### src/rtl/ysyx_25020081_imm_pkg.sv
// Shared definitions for the immediate-extension pipeline: format select
// codes and the occupancy state of the two-entry output queue.
// Optional feature macro: YSYX_25020081_IMM_ZICSR_EN (enables the CSR zimm format).
package ysyx_25020081_imm_pkg;

    // Immediate format select codes
    localparam logic [2:0] EXT_I     = 3'b000;
    localparam logic [2:0] EXT_U     = 3'b001;
    localparam logic [2:0] EXT_S     = 3'b010;
    localparam logic [2:0] EXT_B     = 3'b011;
    localparam logic [2:0] EXT_J     = 3'b100;
    localparam logic [2:0] EXT_SHAMT = 3'b101;
    localparam logic [2:0] EXT_Z     = 3'b110;
    localparam logic [2:0] EXT_RSVD  = 3'b111;

    // Number of results currently held in the output queue
    typedef enum logic [1:0] {
        OCC_EMPTY = 2'd0,
        OCC_ONE   = 2'd1,
        OCC_TWO   = 2'd2
    } occ_state_e;

endpackage

### src/rtl/ysyx_25020081_imm_dec.sv
// Combinational immediate decoder. Takes instruction bits [31:7] (so
// inst_s[k] is instruction bit k+7) and a format select, and produces the
// XLEN-wide extended immediate plus an error flag for unsupported formats.
// Every format is first assembled as a 32-bit value, then widened to XLEN
// either sign- or zero-extending, so XLEN=32 and XLEN=64 share one path.
// Optional feature macro: YSYX_25020081_IMM_ZICSR_EN (enables the CSR zimm format).
module ysyx_25020081_imm_dec
    import ysyx_25020081_imm_pkg::*;
#(
    parameter int XLEN = 32
) (
    input  logic [24:0]     inst_s,
    input  logic [2:0]      ext_op_s,
    output logic [XLEN-1:0] imm_s,
    output logic            err_s
);

    function automatic logic [XLEN-1:0] sext32(input logic [31:0] v);
        return XLEN'($signed(v));
    endfunction

    function automatic logic [XLEN-1:0] zext32(input logic [31:0] v);
        return XLEN'(v);
    endfunction

    // Select and extend the immediate field for the requested format
    always_comb begin
        imm_s = {XLEN{1'b0}};
        err_s = 1'b0;
        case (ext_op_s)
            EXT_I: imm_s = sext32({{20{inst_s[24]}}, inst_s[24:13]});
            EXT_U: imm_s = sext32({inst_s[24:5], 12'h000});
            EXT_S: imm_s = sext32({{20{inst_s[24]}}, inst_s[24:18], inst_s[4:0]});
            EXT_B: imm_s = sext32({{19{inst_s[24]}}, inst_s[24], inst_s[0],
                                   inst_s[23:18], inst_s[4:1], 1'b0});
            EXT_J: imm_s = sext32({{11{inst_s[24]}}, inst_s[24], inst_s[12:5],
                                   inst_s[13], inst_s[23:14], 1'b0});
            EXT_SHAMT: begin
                if (XLEN == 64) begin
                    imm_s = zext32({26'd0, inst_s[18:13]});
                end else begin
                    imm_s = zext32({27'd0, inst_s[17:13]});
                end
            end
            EXT_Z: begin
`ifdef YSYX_25020081_IMM_ZICSR_EN
                imm_s = zext32({27'd0, inst_s[12:8]});
`else
                err_s = 1'b1;
`endif
            end
            EXT_RSVD: err_s = 1'b1;
            default:  err_s = 1'b1;
        endcase
    end

endmodule

### src/rtl/ysyx_25020081_imm_pipe.sv
// Immediate-extension pipeline stage. Decodes the immediate, forms
// pc + imm, and buffers results in a two-entry in-order queue. Outputs come
// straight from the head entry registers; in_ready depends only on queue
// occupancy (and is held low while reset is asserted).
// Optional feature macro: YSYX_25020081_IMM_ZICSR_EN (enables the CSR zimm format).
module ysyx_25020081_imm_pipe
    import ysyx_25020081_imm_pkg::*;
#(
    parameter int XLEN  = 32,
    parameter int TAG_W = 4
) (
    input  logic             clk,
    input  logic             rst_n,
    input  logic             in_valid,
    output logic             in_ready,
    input  logic [24:0]      in_inst,
    input  logic [2:0]       in_ext_op,
    input  logic [XLEN-1:0]  in_pc,
    input  logic [TAG_W-1:0] in_tag,
    output logic             out_valid,
    input  logic             out_ready,
    output logic [XLEN-1:0]  out_imm,
    output logic [XLEN-1:0]  out_target,
    output logic [TAG_W-1:0] out_tag,
    output logic             out_err
);

    logic [XLEN-1:0]  dec_imm_s;
    logic             dec_err_s;
    logic [XLEN-1:0]  dec_target_s;

    occ_state_e       state_r;
    occ_state_e       state_next_s;

    logic [XLEN-1:0]  head_imm_r;
    logic [XLEN-1:0]  head_target_r;
    logic [TAG_W-1:0] head_tag_r;
    logic             head_err_r;

    logic [XLEN-1:0]  tail_imm_r;
    logic [XLEN-1:0]  tail_target_r;
    logic [TAG_W-1:0] tail_tag_r;
    logic             tail_err_r;

    logic             push_s;
    logic             pop_s;
    logic             head_from_in_s;
    logic             head_from_tail_s;
    logic             tail_from_in_s;

    ysyx_25020081_imm_dec #(
        .XLEN(XLEN)
    ) u_dec (
        .inst_s  (in_inst),
        .ext_op_s(in_ext_op),
        .imm_s   (dec_imm_s),
        .err_s   (dec_err_s)
    );

    // Unsupported formats decode to imm 0, so the target degenerates to pc
    assign dec_target_s = in_pc + dec_imm_s;

    assign in_ready   = rst_n && (state_r != OCC_TWO);
    assign out_valid  = (state_r != OCC_EMPTY);
    assign out_imm    = head_imm_r;
    assign out_target = head_target_r;
    assign out_tag    = head_tag_r;
    assign out_err    = head_err_r;

    assign push_s = in_valid && in_ready;
    assign pop_s  = out_valid && out_ready;

    // Queue control: next occupancy and which entry registers load
    always_comb begin
        state_next_s     = state_r;
        head_from_in_s   = 1'b0;
        head_from_tail_s = 1'b0;
        tail_from_in_s   = 1'b0;
        case (state_r)
            OCC_EMPTY: begin
                if (push_s) begin
                    head_from_in_s = 1'b1;
                    state_next_s   = OCC_ONE;
                end else begin
                    state_next_s   = OCC_EMPTY;
                end
            end
            OCC_ONE: begin
                if (push_s && pop_s) begin
                    head_from_in_s = 1'b1;
                    state_next_s   = OCC_ONE;
                end else if (push_s) begin
                    tail_from_in_s = 1'b1;
                    state_next_s   = OCC_TWO;
                end else if (pop_s) begin
                    state_next_s   = OCC_EMPTY;
                end else begin
                    state_next_s   = OCC_ONE;
                end
            end
            OCC_TWO: begin
                // No push can occur here because in_ready is low
                if (pop_s) begin
                    head_from_tail_s = 1'b1;
                    state_next_s     = OCC_ONE;
                end else begin
                    state_next_s     = OCC_TWO;
                end
            end
            default: begin
                state_next_s = OCC_EMPTY;
            end
        endcase
    end

    // Occupancy register
    always_ff @(posedge clk or negedge rst_n) begin
        if (!rst_n) begin
            state_r <= OCC_EMPTY;
        end else begin
            state_r <= state_next_s;
        end
    end

    // Head entry: loads a fresh decode or advances the tail entry
    always_ff @(posedge clk or negedge rst_n) begin
        if (!rst_n) begin
            head_imm_r    <= {XLEN{1'b0}};
            head_target_r <= {XLEN{1'b0}};
            head_tag_r    <= {TAG_W{1'b0}};
            head_err_r    <= 1'b0;
        end else if (head_from_in_s) begin
            head_imm_r    <= dec_imm_s;
            head_target_r <= dec_target_s;
            head_tag_r    <= in_tag;
            head_err_r    <= dec_err_s;
        end else if (head_from_tail_s) begin
            head_imm_r    <= tail_imm_r;
            head_target_r <= tail_target_r;
            head_tag_r    <= tail_tag_r;
            head_err_r    <= tail_err_r;
        end
    end

    // Tail entry: captures a decode while the head is stalled
    always_ff @(posedge clk or negedge rst_n) begin
        if (!rst_n) begin
            tail_imm_r    <= {XLEN{1'b0}};
            tail_target_r <= {XLEN{1'b0}};
            tail_tag_r    <= {TAG_W{1'b0}};
            tail_err_r    <= 1'b0;
        end else if (tail_from_in_s) begin
            tail_imm_r    <= dec_imm_s;
            tail_target_r <= dec_target_s;
            tail_tag_r    <= in_tag;
            tail_err_r    <= dec_err_s;
        end
    end

endmodule

### config.mk
export PLATFORM = sky130hd
export DESIGN_NAME = ysyx_25020081_imm_pipe
export DESIGN_NICKNAME = d
export VERILOG_FILES = /design/src/rtl/ysyx_25020081_imm_pkg.sv /design/src/rtl/ysyx_25020081_imm_dec.sv /design/src/rtl/ysyx_25020081_imm_pipe.sv
export SDC_FILE = /design/constraint.sdc
export NUM_CORES = 1
export LEC_CHECK = 0
export CAP_MARGIN = 20
export CORE_UTILIZATION = 35
export CTS_CLUSTER_SIZE = 16
export DETAILED_ROUTE_END_ITERATION = 8
export PLACE_DENSITY = 0.61
export SLEW_MARGIN = 20
export SYNTH_ARGS = -nofsm -noshare
export SYNTH_HDL_FRONTEND = slang
export SYNTH_SLANG_ARGS = --single-unit
### constraint.sdc
create_clock -name clk -period 3.75 [get_ports clk]
set_clock_uncertainty 0.15 [all_clocks]
set_input_delay 0.5625 -clock clk [delete_from_list [all_inputs] [get_ports clk]]
set_output_delay 0.5625 -clock clk [all_outputs]
set_load 0.02 [all_outputs]
# == After elaboration in Yosys (flattened, before gate mapping) ==
# Index checks and enable logic that the tools add are counted.
# word_totals
regBits,140
inputBits,68
out_inout_bits,71
# classes
add_sub_neg,1
eq_ne,10
muxes,23
n_reduce_logical,9
# op_table
op,count
one-hot mux 32 bit (6 select lines),1
2-to-1 mux 32 bit,4
adder 32 bit,1
== test 3 bit (second input constant),4
2-to-1 mux 1 bit,11
2-to-1 mux 4 bit,2
== test 3 x 2 -> 1 bit (second input constant),2
2-to-1 mux 2 bit,3
one-hot mux 2 bit (3 select lines),1
logical AND 1 bit,4
nonzero test 2 bit,2
== test 3 x 1 -> 1 bit (second input constant),1
logical NOT 3 bit,1
== test 2 x 1 -> 1 bit (second input constant),1
== test 2 bit (second input constant),1
logical NOT 2 bit,1
inequality test 2 bit (second input constant),1
one-hot mux 1 bit (2 select lines),1
OR reduction 2 bit,1

# == Logic depth before layout (Yosys ltp) ==
# depth
word_depth,7
ltp_mapped,16
depth_no_buf,13

# == By module ==
# Synthesis repeated with hierarchy kept, for this count alone.
# unflattened
hier_cells,900
hier_area_um2,7936.4
# by_module_without_submodules
mod,n_inst,cells_each,area_per_inst_um2,seq_area_each_um2
ysyx_25020081_imm_pipe,1,823,7384.6,3503.4
ysyx_25020081_imm_dec,1,77,551.8,0.0

# == Least setup slack after synthesis ==
# Ideal clock, no wire load.
# synth_timing
kind,input to register
from,input port in_ext_op[1]
to,register tail_target_r[31]
arrival_ps,3555
path_slack_ps,-81
stages,16
path_buffers,4
path_cell_list,clkbuf_1 -> nor2b_1 -> clkbuf_1 -> nor2b_1 -> clkbuf_1 -> a21oi_1 -> inv_1 -> ha_1 -> buf_4 -> inv_1 -> o21bai_1 -> a21oi_1 -> o21ai_1 -> a211oi_2 -> nor4_1 -> a311o_1
# synth_via
elab_chain_cells,3
word_cells_on_any_way,8
cone_classes,1 x add/sub; 5 x eq/ne; 1 x mux; 1 x reduce/logical
# synth_rtl
item,line_no,rtl
start: declaration,ysyx_25020081_imm_pipe.sv:17,"input logic [2:0] in_ext_op,"
== test 3 bit (tied with other cells),ysyx_25020081_imm_dec.sv:30,case (ext_op_s)
one-hot mux 32 bit (6 select lines) (*),ysyx_25020081_imm_dec.sv:30,
net dec_imm_s[21],ysyx_25020081_imm_pipe.sv:28,logic [XLEN-1:0] dec_imm_s;
adder 32 bit (*),ysyx_25020081_imm_pipe.sv:61,assign dec_target_s = in_pc + dec_imm_s;
end signal: assignment,ysyx_25020081_imm_pipe.sv:149,tail_target_r <= {XLEN{1'b0}};
end signal: assignment,ysyx_25020081_imm_pipe.sv:154,tail_target_r <= dec_target_s;
end: declaration,ysyx_25020081_imm_pipe.sv:41,logic [XLEN-1:0] tail_target_r;
# The timed path passes the listed nets; every way through them passes the cells marked *.
# A chain may end at the register's enable or synchronous reset.

# == Final worst setup path ==
# layout_timing
from,input port in_ext_op[1]
to,register head_target_r[31] (netlist: out_target[31])
# layout_via
elab_chain_cells,4
word_cells_on_any_way,9
cone_classes,1 x add/sub; 5 x eq/ne; 2 x mux; 1 x reduce/logical
# layout_rtl
item,line_no,rtl
== test 3 bit (tied with other cells),ysyx_25020081_imm_dec.sv:30,
one-hot mux 32 bit (6 select lines) (*),ysyx_25020081_imm_dec.sv:30,
net dec_imm_s[4],ysyx_25020081_imm_pipe.sv:28,
adder 32 bit (*),ysyx_25020081_imm_pipe.sv:61,
2-to-1 mux 32 bit (*),ysyx_25020081_imm_pipe.sv:132,end else if (head_from_in_s) begin
end signal: assignment,ysyx_25020081_imm_pipe.sv:129,head_target_r <= {XLEN{1'b0}};
end signal: assignment,ysyx_25020081_imm_pipe.sv:134,head_target_r <= dec_target_s;
end signal: assignment,ysyx_25020081_imm_pipe.sv:139,head_target_r <= tail_target_r;
end: declaration,ysyx_25020081_imm_pipe.sv:36,logic [XLEN-1:0] head_target_r;
# Marked as above.

==> run_results.csv <==
group,metric,value,unit
grt,grt_antenna_before_repair,0,
cells_and_area,nets,1384,
power_and_ir_drop,p_clk_share,20.7,%
floorplanning,fp-row-count,56,
timing,layout_min_cycle_time,3.640,ns
detailed_routing,ant_nets,0,
critical_path,r2r_end,"out_target[1]",
timing,tightestPinTransition,0.8419,ns
min_path,worstHoldStart,"tail_target_r[0]",
logic_synthesis,synth_edf_count,0,
critical_path,cp_num_buf_inv,7,
logic_synthesis,synthCells,1023,
cells_and_area,antenna_cells,0,
logic_synthesis,synth_nets,1125,
logic_synthesis,synth_top_area_share,41.84,%
floorplanning,dieArea,24550,um2
grt,grt_pass1_vias,7902,
critical_path,cp-end-kind,"register",
logic_synthesis,synthTopCellsByCount,"nand2_1, dfrtp_1, a21oi_1",
critical_path,crit_required,3.92,ns
cts,cts_tree,"yes",
place,gp_congestion,0.8718,
logic_synthesis,ys_seq_elements,140,
grt,grt_pass1_wl,42.21,mm
cells_and_area,drive_above_1_share,21.41,%
power_and_ir_drop,power_density,639.3,nW/um2
place,place_area,11140,um2
critical_path,worstSetupPathType,"in2reg",
min_path,hold_path_class,"reg2reg",
cts,clockBufferDepth,2,
min_path,hold_depth,2,
logic_synthesis,synth_area_leaders,"dfrtp_1, nand2_1, a21oi_1",
logic_synthesis,yosys.area.top_type,"dfrtp_1",
cts,clock_latency,0.43,ns
logic_synthesis,synthArstFlopShare,100.0,%
cts,cts_sinks,140,
floorplanning,io_pins,139,
logic_synthesis,synth-main-ff-cell,"dfrtp_1",
timing,timing.final.crit_share,97.07,%
run_status,status,"finished clean",
detailed_routing,drt_iter0_drc,570,
detailed_routing,route.detailed.drc,0,
logic_synthesis,synth.most_common_cell,"nand2_1",
cts,cts_root_buf,"clkbuf_16",
floorplanning,start_util,35.67,%
critical_path,crit_chain,"clkdlybuf4s15_1 > buf_4 > inv_1 > buf_4 > a32o_2 > ha_1 > buf_4 > and4_1 > o211ai_1 > o211ai_2 > a211oi_2 > buf_4 > buf_4 > or4_1 > and3_1",
logic_synthesis,post_synth.cell_area_avg,8.185,um2
floorplanning,core_area,23470,um2
cells_and_area,area_growth,44.19,%
critical_path,cp_top_family,"buffers and inverters",
critical_path,cp.arrival,3.81,ns
critical_path,cpPeakStageDelay,0.50,ns
detailed_routing,wire_per_inst,17.10,um
place,io_buffers,138,
logic_synthesis,ys_warn_count,0,
detailed_routing,wl,27.59,mm
grt,overflow,0,
detailed_routing,drtPass1Iterations,7,
timing,hold_viol_final,0,
critical_path,timing.rr.start,"state_r[1]",
power_and_ir_drop,vdd_drop_max,298.1,uV
job,cap_violations,0,
place,dp_hpwl,20.09,mm
grt,grt_use_total,22.55,%
power_and_ir_drop,power_switching,2.927,mW
cts,clk_pin_slew,0.06,ns
timing,timing.final.ws_setup,0.1100,ns
power_and_ir_drop,switching_share,37.93,%
critical_path,r2r_cells,9,
detailed_routing,dr_total_vias,8372,
min_path,min_to,"tail_target_r[0]",
detailed_routing,route.detailed.vias_per_inst,5.190,
grt,grt_max_degree,71,
critical_path,crit_slowest_cell,"or4_1",
power_and_ir_drop,leakagePower,5.624,nW
floorplanning,die_w,156.7,um
power_and_ir_drop,p_seq_share,34.0,%
logic_synthesis,yosysUniqueCellTypes,70,
timing,drv_slew,0,
timing,finalSetupViolCount,0,
power_and_ir_drop,power_frac_comb,45.2,%
cts,htreeDepth,4,
cells_and_area,finalInstanceArea,12070,um2
critical_path,reg2reg_slack,0.81,ns
critical_path,worst_path_most_repeated_cell,"buf_4",
timing,relSlewSlack,43.87,%
critical_path,crit_fanout,7,
timing,whs,0.3271,ns
floorplanning,fp.dieH,156.7,um
critical_path,cp-start-kind,"input port",
power_and_ir_drop,internal-power,4.791,mW
cts,cts_made_buffers,17,
place,dpl_worst_slack,-0.6235,ns
logic_synthesis,syn-cell-area,8373,um2
timing,fmax,0.2747,GHz
logic_synthesis,yosysSeqAreaShare,41.84,%
==> worst register-to-register path: stages, from the launching register on <==
cell     delay [ns]
dfrtp_1        0.47
or2_2          0.32
nand2_1        0.10
inv_1          0.05
ha_1           0.18
nand2_1        0.12
a21o_2         0.70
buf_4          0.40
nor2_1         0.08
a221o_1        0.25
==> worst max path at each step <==
stage                 start           endpoint  slack, ns  cells after the start
6_report       in_ext_op[1]     out_target[31]       0.11                     15
5_1_grt        in_ext_op[1]     out_target[31]     -0.007                     15
4_1_cts        in_ext_op[0]  tail_target_r[28]      0.006                     14
3_5_place_dp   in_ext_op[1]     out_target[22]      -0.62                     15
3_3_place_gp   in_ext_op[1]  tail_target_r[22]      -0.56                     15
2_1_floorplan  in_ext_op[2]  tail_target_r[28]       0.05                     14
==> power by group through the flow <==
stage	Combinational, mW	Sequential (mW)	Clock (mW)
after floorplan	1.44	3.00	0
after global placement	3.36	2.64	0
after detailed placement	3.40	2.65	0
after CTS	3.44	2.63	1.63
after global routing	3.81	2.71	1.70
final	3.49	2.63	1.60
==> metrics by stage <==
step	power [mW]	util [%]	TNS, ns	cells
after floorplan	4.439	-	0	1023
after global placement	5.998	47.45	-12.57	1573
after detailed placement	6.049	47.45	-14.56	1573
after CTS	7.697	49.97	0	1606
after global routing	8.216	51.43	-0.007386	1613
final	7.718	51.43	0	1613
==> placed cells by master (no fill, tap or decap), types with 20 or more instances in the layout <==
cell type / n
o21ai_0: 72
a21oi_1: 109
dfrtp_1: 140
inv_1: 33
ha_1: 20
clkdlybuf4s50_1: 133
nand2_1: 244
buf_4: 159
and3_1: 46
nor2_1: 35
==> timing repair <==
action,CTS,global route
gates cloned,0,1
pin swaps,2,13
hold buffers,1,0
endpoints found under the setup margin,13,25
endpoints found under the hold margin,35,0
setup buffers,1,6
gates resized for setup,10,59
==> kinds of logic after synthesis <==
kind of cell	after synthesis	synth area share, %
simple gates	430	23.70
buf+inv	98	4.677
fa+ha+maj	34	5.170
compound gates	283	20.31
mux	16	2.002
xor+xnor	22	2.301
flops	140	41.84
==> flip-flops by register name (all words and copies together) (netlist names) <==
name / flops
out_imm: 32
out_target: 32
tail_imm_r: 32
tail_target_r: 32
out_tag: 4
tail_tag_r: 4
state_r: 2
out_err: 1
tail_err_r: 1
==> layout make-up <==
class                   count  area (um2)
clock buffers              18       429.2
inverters                  33       123.9
flip-flops and latches    140        3503
clock inverters            13       118.9
fillers                  2147       11400
well taps                 319       399.1
repair buffers            305        2701
multi-input cells         785        4797
==> routing by layer <==
metal / up-vias / GRT usage (%) / routed length [um]
met3: 43 / 3.185 / 1430
li1: 4089 / - / -
met4: 0 / 8.637 / 713
met2: 255 / 35.74 / 12810
met1: 3985 / 31.04 / 12640
met5: - / 0 / 0
No activity file was read; power rests on OpenSTA's default activity.
